===== config.mk =====
export PLATFORM = sky130hd
export DESIGN_NAME = adder_bist_sequencer
export DESIGN_NICKNAME = d
export VERILOG_FILES = /design/src/rtl/adder_bist_sequencer.sv
export SDC_FILE = /design/constraint.sdc
export NUM_CORES = 1
export LEC_CHECK = 0
export BUFFER_PORTS_ARGS = -buffer_cell sky130_fd_sc_hd__clkbuf_2
export CAP_MARGIN = 20
export CORE_ASPECT_RATIO = 2
export CORE_UTILIZATION = 47
export CTS_CLUSTER_DIAMETER = 50
export DETAILED_ROUTE_END_ITERATION = 12
export PLACE_DENSITY = 0.77
export SLEW_MARGIN = 10
export SYNTH_ARGS = -nofsm -noshare
export SYNTH_HDL_FRONTEND = slang
export SYNTH_SLANG_ARGS = --single-unit

===== constraint.sdc =====
create_clock -name clk -period 2.08 [get_ports clk]
set_clock_uncertainty 0.15 [all_clocks]
set_input_delay 0 -clock clk [delete_from_list [all_inputs] [get_ports clk]]
set_output_delay 0 -clock clk [all_outputs]
set_load 0.02 [all_outputs]

===== src/rtl/adder_bist_sequencer.sv =====
// -----------------------------------------------------------------------------
// adder_bist_sequencer
//
// Built-in self-test sequencer for a fixed-point adder that sits outside this
// block. It reads a vector memory of packed {A, B, expected_sum, expected_ovf}
// words one at a time and drives A/B onto the adder. After the operands have
// settled, it compares the adder's sum and overflow flag against the expected
// values. At the end of a pass it reports pass/fail, the number of failing
// vectors and the index of the first failing vector.
//
// Ports
//   clk             rising-edge clock
//   rst             synchronous active-high reset
//   start           1-cycle pulse that begins a pass (ignored while busy)
//   vec_addr        vector memory read address
//   vec_rd          read strobe; vec_data is valid on the following cycle
//   vec_data        {A, B, expected_sum, expected_ovf}
//   op_a, op_b      operands driven to the adder under test
//   add_result      adder sum (combinational from op_a/op_b)
//   add_overflow    adder overflow flag
//   busy            pass in progress
//   done            pass complete; held until the next accepted start or rst
//   pass            valid with done: no mismatching vectors
//   fail_count      mismatching vectors this pass, saturating
//   first_fail_idx  index of the first mismatch; all-ones if none
// -----------------------------------------------------------------------------
module adder_bist_sequencer #(
    parameter int DATA_WIDTH    = 16,
    parameter int NUM_VECTORS   = 100,
    parameter int ADDR_WIDTH    = 7,
    parameter int SETTLE_CYCLES = 1
) (
    input  logic                    clk,
    input  logic                    rst,
    input  logic                    start,
    output logic [ADDR_WIDTH-1:0]   vec_addr,
    output logic                    vec_rd,
    input  logic [3*DATA_WIDTH:0]   vec_data,
    output logic [DATA_WIDTH-1:0]   op_a,
    output logic [DATA_WIDTH-1:0]   op_b,
    input  logic [DATA_WIDTH-1:0]   add_result,
    input  logic                    add_overflow,
    output logic                    busy,
    output logic                    done,
    output logic                    pass,
    output logic [ADDR_WIDTH:0]     fail_count,
    output logic [ADDR_WIDTH-1:0]   first_fail_idx
);

    localparam int CW = (SETTLE_CYCLES > 1) ? $clog2(SETTLE_CYCLES) : 1;
    localparam logic [CW-1:0]         SETTLE_LOAD = CW'(SETTLE_CYCLES - 1);
    localparam logic [ADDR_WIDTH-1:0] LAST_IDX    = ADDR_WIDTH'(NUM_VECTORS - 1);

    typedef enum logic [2:0] {
        S_IDLE,
        S_FETCH,
        S_LOAD,
        S_SETTLE,
        S_CHECK,
        S_FINISH
    } state_t;

    state_t                  state;
    state_t                  state_nxt;
    logic [ADDR_WIDTH-1:0]   idx;
    logic [CW-1:0]           settle_cnt;
    logic [DATA_WIDTH-1:0]   exp_q;
    logic                    exp_ovf_q;
    logic                    mismatch;

    // Raw-bit compare; sign interpretation belongs to the adder, not here.
    assign mismatch = (add_result != exp_q) || (add_overflow != exp_ovf_q);

    // The address register doubles as the vector index, so after a pass it
    // holds the last index that was run.
    assign vec_addr = idx;
    assign vec_rd   = (state == S_FETCH);

    // NOTE: reset is sampled on the clock edge (synchronous), and every
    // register in an always_ff is updated with <= so that all of them see the
    // values from before the edge.
    always_ff @(posedge clk) begin
        if (rst) state <= S_IDLE;
        else     state <= state_nxt;
    end

    // NOTE: state_nxt gets its default before the case statement. Otherwise
    // any path that does not assign it would infer a latch.
    always_comb begin
        state_nxt = state;
        case (state)
            S_IDLE:   if (start) state_nxt = S_FETCH;
            S_FETCH:  state_nxt = S_LOAD;
            S_LOAD:   state_nxt = S_SETTLE;
            S_SETTLE: if (settle_cnt == '0) state_nxt = S_CHECK;
            S_CHECK:  state_nxt = (idx == LAST_IDX) ? S_FINISH : S_FETCH;
            S_FINISH: state_nxt = S_IDLE;
            default:  state_nxt = S_IDLE;
        endcase
    end

    always_ff @(posedge clk) begin
        if (rst) begin
            idx            <= '0;
            settle_cnt     <= '0;
            op_a           <= '0;
            op_b           <= '0;
            exp_q          <= '0;
            exp_ovf_q      <= 1'b0;
            busy           <= 1'b0;
            done           <= 1'b0;
            pass           <= 1'b0;
            fail_count     <= '0;
            first_fail_idx <= '1;
        end else begin
            case (state)
                S_IDLE: begin
                    if (start) begin
                        idx            <= '0;
                        busy           <= 1'b1;
                        done           <= 1'b0;
                        pass           <= 1'b0;
                        fail_count     <= '0;
                        first_fail_idx <= '1;
                    end
                end
                S_LOAD: begin
                    op_a       <= vec_data[3*DATA_WIDTH -: DATA_WIDTH];
                    op_b       <= vec_data[2*DATA_WIDTH -: DATA_WIDTH];
                    exp_q      <= vec_data[DATA_WIDTH:1];
                    exp_ovf_q  <= vec_data[0];
                    settle_cnt <= SETTLE_LOAD;
                end
                S_SETTLE: begin
                    if (settle_cnt != '0) settle_cnt <= settle_cnt - 1'b1;
                end
                S_CHECK: begin
                    if (mismatch) begin
                        if (fail_count != '1) fail_count <= fail_count + 1'b1;
                        if (fail_count == '0) first_fail_idx <= idx;
                    end
                    // Index stops at the last vector instead of wrapping.
                    if (idx != LAST_IDX) idx <= idx + 1'b1;
                end
                S_FINISH: begin
                    busy <= 1'b0;
                    done <= 1'b1;
                    pass <= (fail_count == '0);
                end
                default: ;
            endcase
        end
    end

endmodule


* Word-level counts from Yosys, hierarchy flattened
Cells that the tools add are included.
Cells by class: add/sub/neg operators 3, multipliers 0, divide/modulo/power cells 0, order comparisons 0, eq/ne operators 16, shifts and indexed selects 0, muxes and demuxes 22, bitwise gates (word level) 0, reduce and logical (&&, ||, !) cells 11
Operator list (number):
- $mux W7 | 5
- $pmux W7 S2 | 2
- $mux W8 | 3
- $ne A16 B16 Y1 | 1
- $pmux W8 S2 | 1
- $pmux W3 S5 | 1
- $ne A2 B2 Y1 const B | 6
- $mux W3 | 3
- $add A8 B1 Y8 const B | 1
- $logic_not A8 Y1 | 1
- $ne A8 B8 Y1 const B | 1
- $pmux W1 S2 | 4
- $reduce_and A4 Y1 | 2
- $add A7 B1 Y7 const B | 1
- $eq A7 B7 Y1 const B | 1
- $ne A7 B7 Y1 const B | 1
- $eq A3 B2 Y1 const B | 2
- $eq A3 B3 Y1 const B | 2
- $reduce_bool A2 Y1 | 3
- $reduce_and A2 Y1 | 2
- $eq A3 B1 Y1 const B | 1
- $logic_not A3 Y1 | 1
- $mux W1 | 3
- $reduce_and A3 Y1 | 1
- other kinds (3) | 3
Storage, ports and cells: register bits 78, latch bits 0, bits in writable memories 0, ROM bits 0, output and inout port bits 58, word-level logic and storage cells 64, memories 0

* Logic depth before layout (Yosys ltp)
Gate-level depths: netlist of run 1.
depth after elaboration 4, gate-level depth with buffers 8, mapped depth without buffers 7

* Worst setup path before layout of run 1
No wires, ideal clock.
path kind reg-to-reg, from register fail_count[1], to register fail_count[4], setup time 0.132 ns, arrival 1.600 ns, required time 1.798 ns, path slack 0.198 ns, stages on the path, launching flop included 8, clock period less this slack 1.882 ns, cells stage by stage dfxtp_1 ha_1 nand3_1 o41ai_2 a21oi_2 buf_6 mux2i_1 a21oi_1
Between the ends: longest elaborated chain between the ends 4, elaborated cells on any way between the ends 7
RTL lines:
- start, declared | RTL line 46 | output logic [ADDR_WIDTH:0] fail_count,
- start signal, assigned | RTL line 139 | if (fail_count != '1) fail_count <= fail_count + 1'b1;
- $add A8 B1 Y8 | RTL line 139
- $mux W8 | RTL line 139
- $mux W8 | RTL line 138 | if (mismatch) begin
- $pmux W8 S2 | RTL line 116 | case (state)
Parallel ways exist; a longest one is shown, timed or not. The select of a mux whose other input is x is not followed. A chain may end at the register's enable or synchronous reset.

* Final worst setup path of run 1
from register state[2], to register fail_count[2]
Between the ends: longest elaborated chain between the ends 3, elaborated cells on any way between the ends 8
RTL lines:
- start, declared | RTL line 63 | state_t state;
- start signal, assigned | RTL line 84 | else state <= state_nxt;
- $eq A3 B3 Y1 or $logic_not A3 Y1 (tied branches) | RTL line 116
- $ne A2 B2 Y1 (no source line) or $reduce_bool A2 Y1 (tied branches)
- $reduce_and A4 Y1 (no source line)
Parallel ways exist; a longest one is shown, timed or not.

==> results.ini, run 1 <==
[worst_hold_path]
worst_hold_path.endpoint = vec_addr[0]
min-delay-start = rst
worstHoldPathType = in2reg
min_path_cells = 2

[worst_setup_path]
path_class = reg2reg
crit_path_start_kind = flop
crit_slowest_cell = dfxtp_1
crit_buf_inv = 1
rr_startpoint = state[2]
cp_top_family = compound AO/OA/AOI/OAI gates
worstSetupEndpointType = flop
required_ps = 2180
reg2reg_to = fail_count[2]
cp_max_fo = 14
cp_cell_sequence = buf_4, nand2_1, o41ai_4, a21oi_4, nand2b_1, a31oi_1
ff2ff_path_depth = 6
slowest_delay_ps = 460
worstPathArrival_ps = 2000
reg2reg_setup_slack_ps = 180

[drt]
wl_per_cell_um = 13.90
viasPerCell = 5.120
via_count = 3425
drtPass1Iterations = 5
wl_um = 9300
drtIter0Drc = 240
drc = 0
ant_nets = 0

[power_and_ir_drop]
power_density_nw_per_um2 = 784.1
combinationalPowerShare_pct = 16.3
pwr-share-seq_pct = 41.8
p_clk_share_pct = 41.9
switchingPower_w = 0.0009764
ir_drop_v = 0.0006584
power_w = 0.003830
swShare_pct = 25.49
p_leak_nw = 2.028
internal_power_w = 0.002854

[clock_network]
numCtsBuffers = 9
clk_latency_ps = 330
clk_pin_slew_worst_paths_ps = 50
clkSinkCount = 77
clk_root_buffer_cell = clkbuf_16
cts_tree = done
clockBufferDepth = 2
h-tree-depth = 3

[status]
status = completed

[timing]
final-max-slew-violation-count = 0
fmax_ghz = 0.5269
setup-tns-final_ps = 0
rsz0062_at_grt = false
worst_slew_pin_slew_ps = 623.5
holdWs_ps = 135.9
finalHoldViolCount = 0
period_share_pct = 91.25
relSlewSlack_pct = 58.43
period_minus_slack_ps = 1898
final-setup-viol-count = 0

[die]
ios = 127
die_y_um = 121.0
dieArea_um2 = 7445
row_count = 43
coreArea_um2 = 6887
die_x_um = 61.52
initial_core_util_pct = 48.35

[synth]
yosysTopAreaCell = dfxtp_1
synth_top_area_share_pct = 46.30
synth_seq_cells = 77
synth.area.top_cells = dfxtp_1 46%, nand2_1 13%, a21oi_1 8.9%, xnor2_1 4.7%, mux2i_1 3.3%
yosys.cell_count.top_type = nand2_1
syn_nets = 475
synthTopCellsByCount = 114 x nand2_1, 77 x dfxtp_1, 59 x a21oi_1
seq_area_frac_synth_pct = 46.30
synth-edff-count = 0
synth_cells = 403
synth-main-ff-cell = dfxtp_1
avgSynthCellArea_um2 = 8.262
netlist_area_um2 = 3329
ys_types = 43
synth.yosys.warnings = 0
async_flop_share_pct = 0

[final_layout]
finalInstanceArea_um2 = 4885
syn2layout_area_growth_pct = 46.71
nets = 646
fillers = 569
drive_gt1_share_pct = 28.67
final_core_util_pct = 70.93
antenna_cells = 0

[placed_design]
numPortBuffers = 126
placed_cell_area_um2 = 4046
gp_congestion = 0.8579
dp_hpwl_um = 5971

[global_route]
grt_max_degree = 50
grt_pass1_wl_um = 14800
grt_pass1_vias = 3369
overflow = 0
grt_usage_pct = 26.54
antenna_found_initial = 0

[run]
cap_viol_max_count = 0

worst max-delay path by stage:
stage / from / endpoint / slack, ps / cells after the start
final: state[2] / fail_count[2] / 180 / 6
after global routing: state[2] / fail_count[2] / 30 / 6
after CTS: state[1] / fail_count[6] / 70 / 6
after global placement: state[1] / fail_count[6] / 160 / 6
after detailed placement: state[1] / fail_count[6] / 90 / 6
after floorplan: fail_count[1] / fail_count[4] / 200 / 7
state kept, by name, summed over array words and instances (netlist names):
register and count:
op_a 16, first_fail_idx 7, exp_ovf_q 1, vec_addr 7
done 1, fail_count 8, exp_q 16, state 3
busy 1, pass 1, op_b 16
metrics by stage:
step,instances,setup WS [ps]
after CTS,669,74.21
after global routing,669,28.14
after floorplan,403,198.0
after detailed placement,603,87.13
final,669,182.0
after global placement,603,160.7
kinds of logic (layout without fill, tap and decap cells):
group | after synthesis | count (layout) | share of synthesized area, %
flip-flops | 77 | 77 | 46.30
adder cells (fa/ha/maj) | 3 | 3 | 1.128
multiplexers | 11 | 11 | 3.307
buffers and inverters | 33 | 209 | 4.509
AO/OA/AOI/OAI | 69 | 69 | 11.80
AND/OR/NAND/NOR | 187 | 187 | 26.91
XOR/XNOR | 23 | 23 | 6.050
placed cells by master (no fill, tap or decap), types with 6 or more instances in the layout:
cell type,instances
nand2_1,114
xnor2_1,18
dlygate4sd3_1,50
dfxtp_1,77
nand4_1,12
nor3_1,11
clkbuf_16,9
nor2_1,17
inv_1,6
clkbuf_2,126
buf_4,10
mux2i_1,11
a21oi_1,59
power groups by stage:
stage                     Combinational (W)  Clock, W  Sequential (W)
after global placement             0.000531         0         0.00163
after detailed placement           0.000541         0         0.00163
final                              0.000625   0.00160         0.00160
after floorplan                    0.000317         0         0.00167
after global routing               0.000685   0.00169         0.00161
after CTS                          0.000618   0.00163         0.00160
repair_timing:
item,4_1_cts,5_1_grt
resized for setup,0,3
endpoints found under the hold margin,51,0
buffers inserted,0,0
hold buffers,50,0
setup endpoints to repair,0,5
worst register-to-register path: cells and delay by family, from the launching register on:
family / cells / cell delay [ps]
buf+inv: 1 / 240
flops: 1 / 460
simple gates: 2 / 290
compound gates: 3 / 680
cell type report:
cell class	count	area, µm²	share of cell area (%)
flip-flops and latches	77	1541	31.56
inverters	6	22.52	0.4611
repair buffers	187	1226	25.10
clock buffers	13	270.3	5.533
multi-input cells	293	1669	34.17
well taps	90	112.6	2.305
clock inverters	3	42.54	0.8709
layer usage:
| metal | wire [µm] | part of all wire [%] | track usage (%) | up-vias |
|---|---|---|---|---|
| met3 | 337 | 3.6 | 5.117 | 28 |
| li1 | - | - | - | 1690 |
| met2 | 5331 | 57 | 47.65 | 110 |
| met1 | 3340 | 36 | 26.66 | 1597 |
| met5 | 0 | 0 | 0 | - |
| met4 | 291 | 3.1 | 15.00 | 0 |
No activity file was read; power rests on OpenSTA's default activity.
==> inputs of run 2 (changes only) <==
--- a/config.mk
+++ b/config.mk
@@ -7,11 +7,14 @@
 export LEC_CHECK = 0
 export BUFFER_PORTS_ARGS = -buffer_cell sky130_fd_sc_hd__clkbuf_2
 export CAP_MARGIN = 20
+export CELL_PAD_IN_SITES_DETAIL_PLACEMENT = 2
+export CELL_PAD_IN_SITES_GLOBAL_PLACEMENT = 2
 export CORE_ASPECT_RATIO = 2
-export CORE_UTILIZATION = 47
+export CORE_UTILIZATION = 27
 export CTS_CLUSTER_DIAMETER = 50
 export DETAILED_ROUTE_END_ITERATION = 12
-export PLACE_DENSITY = 0.77
+export PLACE_DENSITY_LB_ADDON = 0.1
+export SETUP_SLACK_MARGIN = 0.2
 export SLEW_MARGIN = 10
 export SYNTH_ARGS = -nofsm -noshare
 export SYNTH_HDL_FRONTEND = slang
==> run 2 against run 1 <==
Compared with the run above: final area increased by 4.0%; critical path depth did not move; critical endpoint is now fail_count[6]; flip-flop and latch count is the same; highest routed layer unchanged; die area grew 72%; core utilization decreased by 29 points; combinational power up 9.0%.
==> results.ini, run 2 (synthesis gave the netlist of run 1 again) <==
[timing]
rsz0062_at_grt = true
fmax_ghz = 0.5453  ; +3.5%
final-max-slew-violation-count = 0  ; unchanged
period_minus_slack_ps = 1834  ; -64.16 ps
relSlewSlack_pct = 69.50  ; +11 points
setup_slack_ps = 246.2  ; +64.16 ps
final-setup-viol-count = 0  ; unchanged
period_share_pct = 88.17  ; -3.1 points
worst_slew_pin_slew_ps = 457.4  ; -166.1 ps
setup-tns-final_ps = 0  ; unchanged
finalHoldViolCount = 0  ; unchanged

[die]
die_x_um = 80.52  ; +31%
die_y_um = 159.0  ; +31%
row_count = 57  ; +33%
initial_core_util_pct = 27.62  ; -21 points
ios = 127  ; unchanged
dieArea_um2 = 12810  ; +72%
coreArea_um2 = 12050  ; +75%

[drt]
wl_um = 12080  ; +30%
drc = 0  ; unchanged
drtIter0Drc = 65  ; -73%
viasPerCell = 4.791  ; -6.4%
via_count = 3512  ; +2.5%
drtPass1Iterations = 4  ; -1
wl_per_cell_um = 16.47  ; +19%
ant_nets = 0  ; unchanged

[placed_design]
placedCellCount = 665  ; +10%
dp_hpwl_um = 8368  ; +40%
pre_cts_ws_ps = 40.29  ; -46.84 ps
gp_congestion = 0.7064  ; -18%
numPortBuffers = 126  ; unchanged

[clock_network]
h-tree-depth = 3  ; unchanged
clk_pin_slew_worst_paths_ps = 60  ; about the same
clk_latency_ps = 340  ; about the same
clk_root_buffer_cell = clkbuf_16
clockBufferDepth = 2  ; unchanged
numCtsBuffers = 9  ; unchanged
clkSinkCount = 77  ; unchanged
cts_tree = done

[final_layout]
reg_top3 = exp_q (16), op_a (16), op_b (16)
fillers = 1418  ; +150%
mostFrequentLayoutCells = 126 x clkbuf_2, 114 x nand2_1, 70 x dfxtp_1, 59 x a21oi_1, 51 x dlygate4sd3_1
nets = 654  ; +1.2%
syn2layout_area_growth_pct = 52.54
final_common_cell = clkbuf_2
antenna_cells = 0  ; unchanged
final_cells = 733  ; +9.6%
drive_gt1_share_pct = 31.40  ; +2.7 points

[power_and_ir_drop]
switchingPower_w = 0.001058  ; +8.3%
ir_drop_v = 0.0004010  ; -39%
internal_power_w = 0.002895  ; +1.5%
swShare_pct = 26.76  ; +1.3 points
p_clk_share_pct = 42.4  ; +0.5 points
p_leak_nw = 2.106  ; +3.9%
pwr-share-seq_pct = 40.4  ; -1.4 points
power_density_nw_per_um2 = 778.3  ; -0.73%
combinationalPowerShare_pct = 17.2  ; +0.9 points

[global_route]
grt_pass1_wl_um = 19670  ; +33%
overflow = 0  ; unchanged
gr-usage-met1_pct = 18.76  ; -7.9 points
grt_usage_pct = 20.22  ; -6.3 points
grt_pass1_vias = 3999  ; +19%
grt_util_met3_pct = 3.209  ; -1.9 points
met2_usage_pct = 40.99  ; -6.7 points
antenna_found_initial = 0  ; unchanged
grt-busiest-layer = met2
grt_max_degree = 50  ; unchanged

[worst_setup_path]
path_class = reg2reg
ff2ff_path_depth = 6  ; unchanged
crit_path_start_kind = flop
cp_max_fo = 11  ; -3
worstSetupEndpointType = flop
required_ps = 2150  ; -30 ps
worstPathArrival_ps = 1900  ; -100 ps

[status]
status = completed

[worst_hold_path]
worstHoldPathType = in2reg
min_path_cells = 4  ; +2

[run]
cap_viol_max_count = 0  ; unchanged

-- run 2: power by group through the flow --
| stage | Clock (W) | Sequential (W) | Combinational, W |
|---|---|---|---|
| 4_1_cts | 0.00173 | 0.00160 | 0.000683 |
| 2_1_floorplan | 0 | 0.00167 | 0.000317 |
| 5_1_grt | 0.00179 | 0.00160 | 0.000745 |
| 3_3_place_gp | 0 | 0.00162 | 0.000582 |
| 6_report | 0.00168 | 0.00160 | 0.000681 |
| 3_5_place_dp | 0 | 0.00163 | 0.000599 |
-- run 2: layer usage --
metal | routed length [µm] | up-vias
met5 | 0 | -
met4 | 287 | 0
met3 | 382 | 17
met2 | 7339 | 78
met1 | 4068 | 1716
li1 | - | 1701
-- run 2: per-stage QoR --
stage	power [W]	utilization, %	hold slack (ps)	instance area [µm²]
after floorplan	0.001989	-	-14.03	3331
after global placement	0.002206	34.59	72.05	4169
after detailed placement	0.002228	34.59	82.98	4169
after CTS	0.004004	41.71	274.3	5027
after global routing	0.004139	42.14	294.4	5079
final	0.003953	42.14	284.3	5079
-- run 2: path summary, 6_finish.rpt --
check / startpoint / to / slack (ps)
setup / recovery: fail_count[0] / fail_count[6] / 250
hold / removal: vec_data[43] / op_a[10] / 280
setup reg to reg: fail_count[0] / fail_count[6] / 250
hold reg to reg: op_a[0] / op_a[0] / 310
-- run 2: final cells by class --
class / count / area, µm² / area share [%]
Clock buffer: 11 / 232.7 / 4.582
Clock inverter: 4 / 73.82 / 1.454
Inverter: 6 / 22.52 / 0.4435
Multi-Input combinational cell: 293 / 1712 / 33.70
Sequential cell: 77 / 1553 / 30.57
Tap cell: 147 / 183.9 / 3.622
Timing Repair Buffer: 195 / 1301 / 25.62
-- run 2: critical path, stage by stage, from the launching register on --
cell and delay, ps:
dfxtp_4 360, ha_1 220, nand3_1 200, o41ai_4 100, a21oi_4 330, nand2_1 90, a32o_1 270
-- run 2: timing repair --
action                                 4_1_cts  5_1_grt
setup endpoints to repair                   15       19
pin swaps                                    1        3
setup buffers                                0        2
gates resized for setup                      8        9
hold buffers                                51        0
endpoints found under the hold margin       52        0
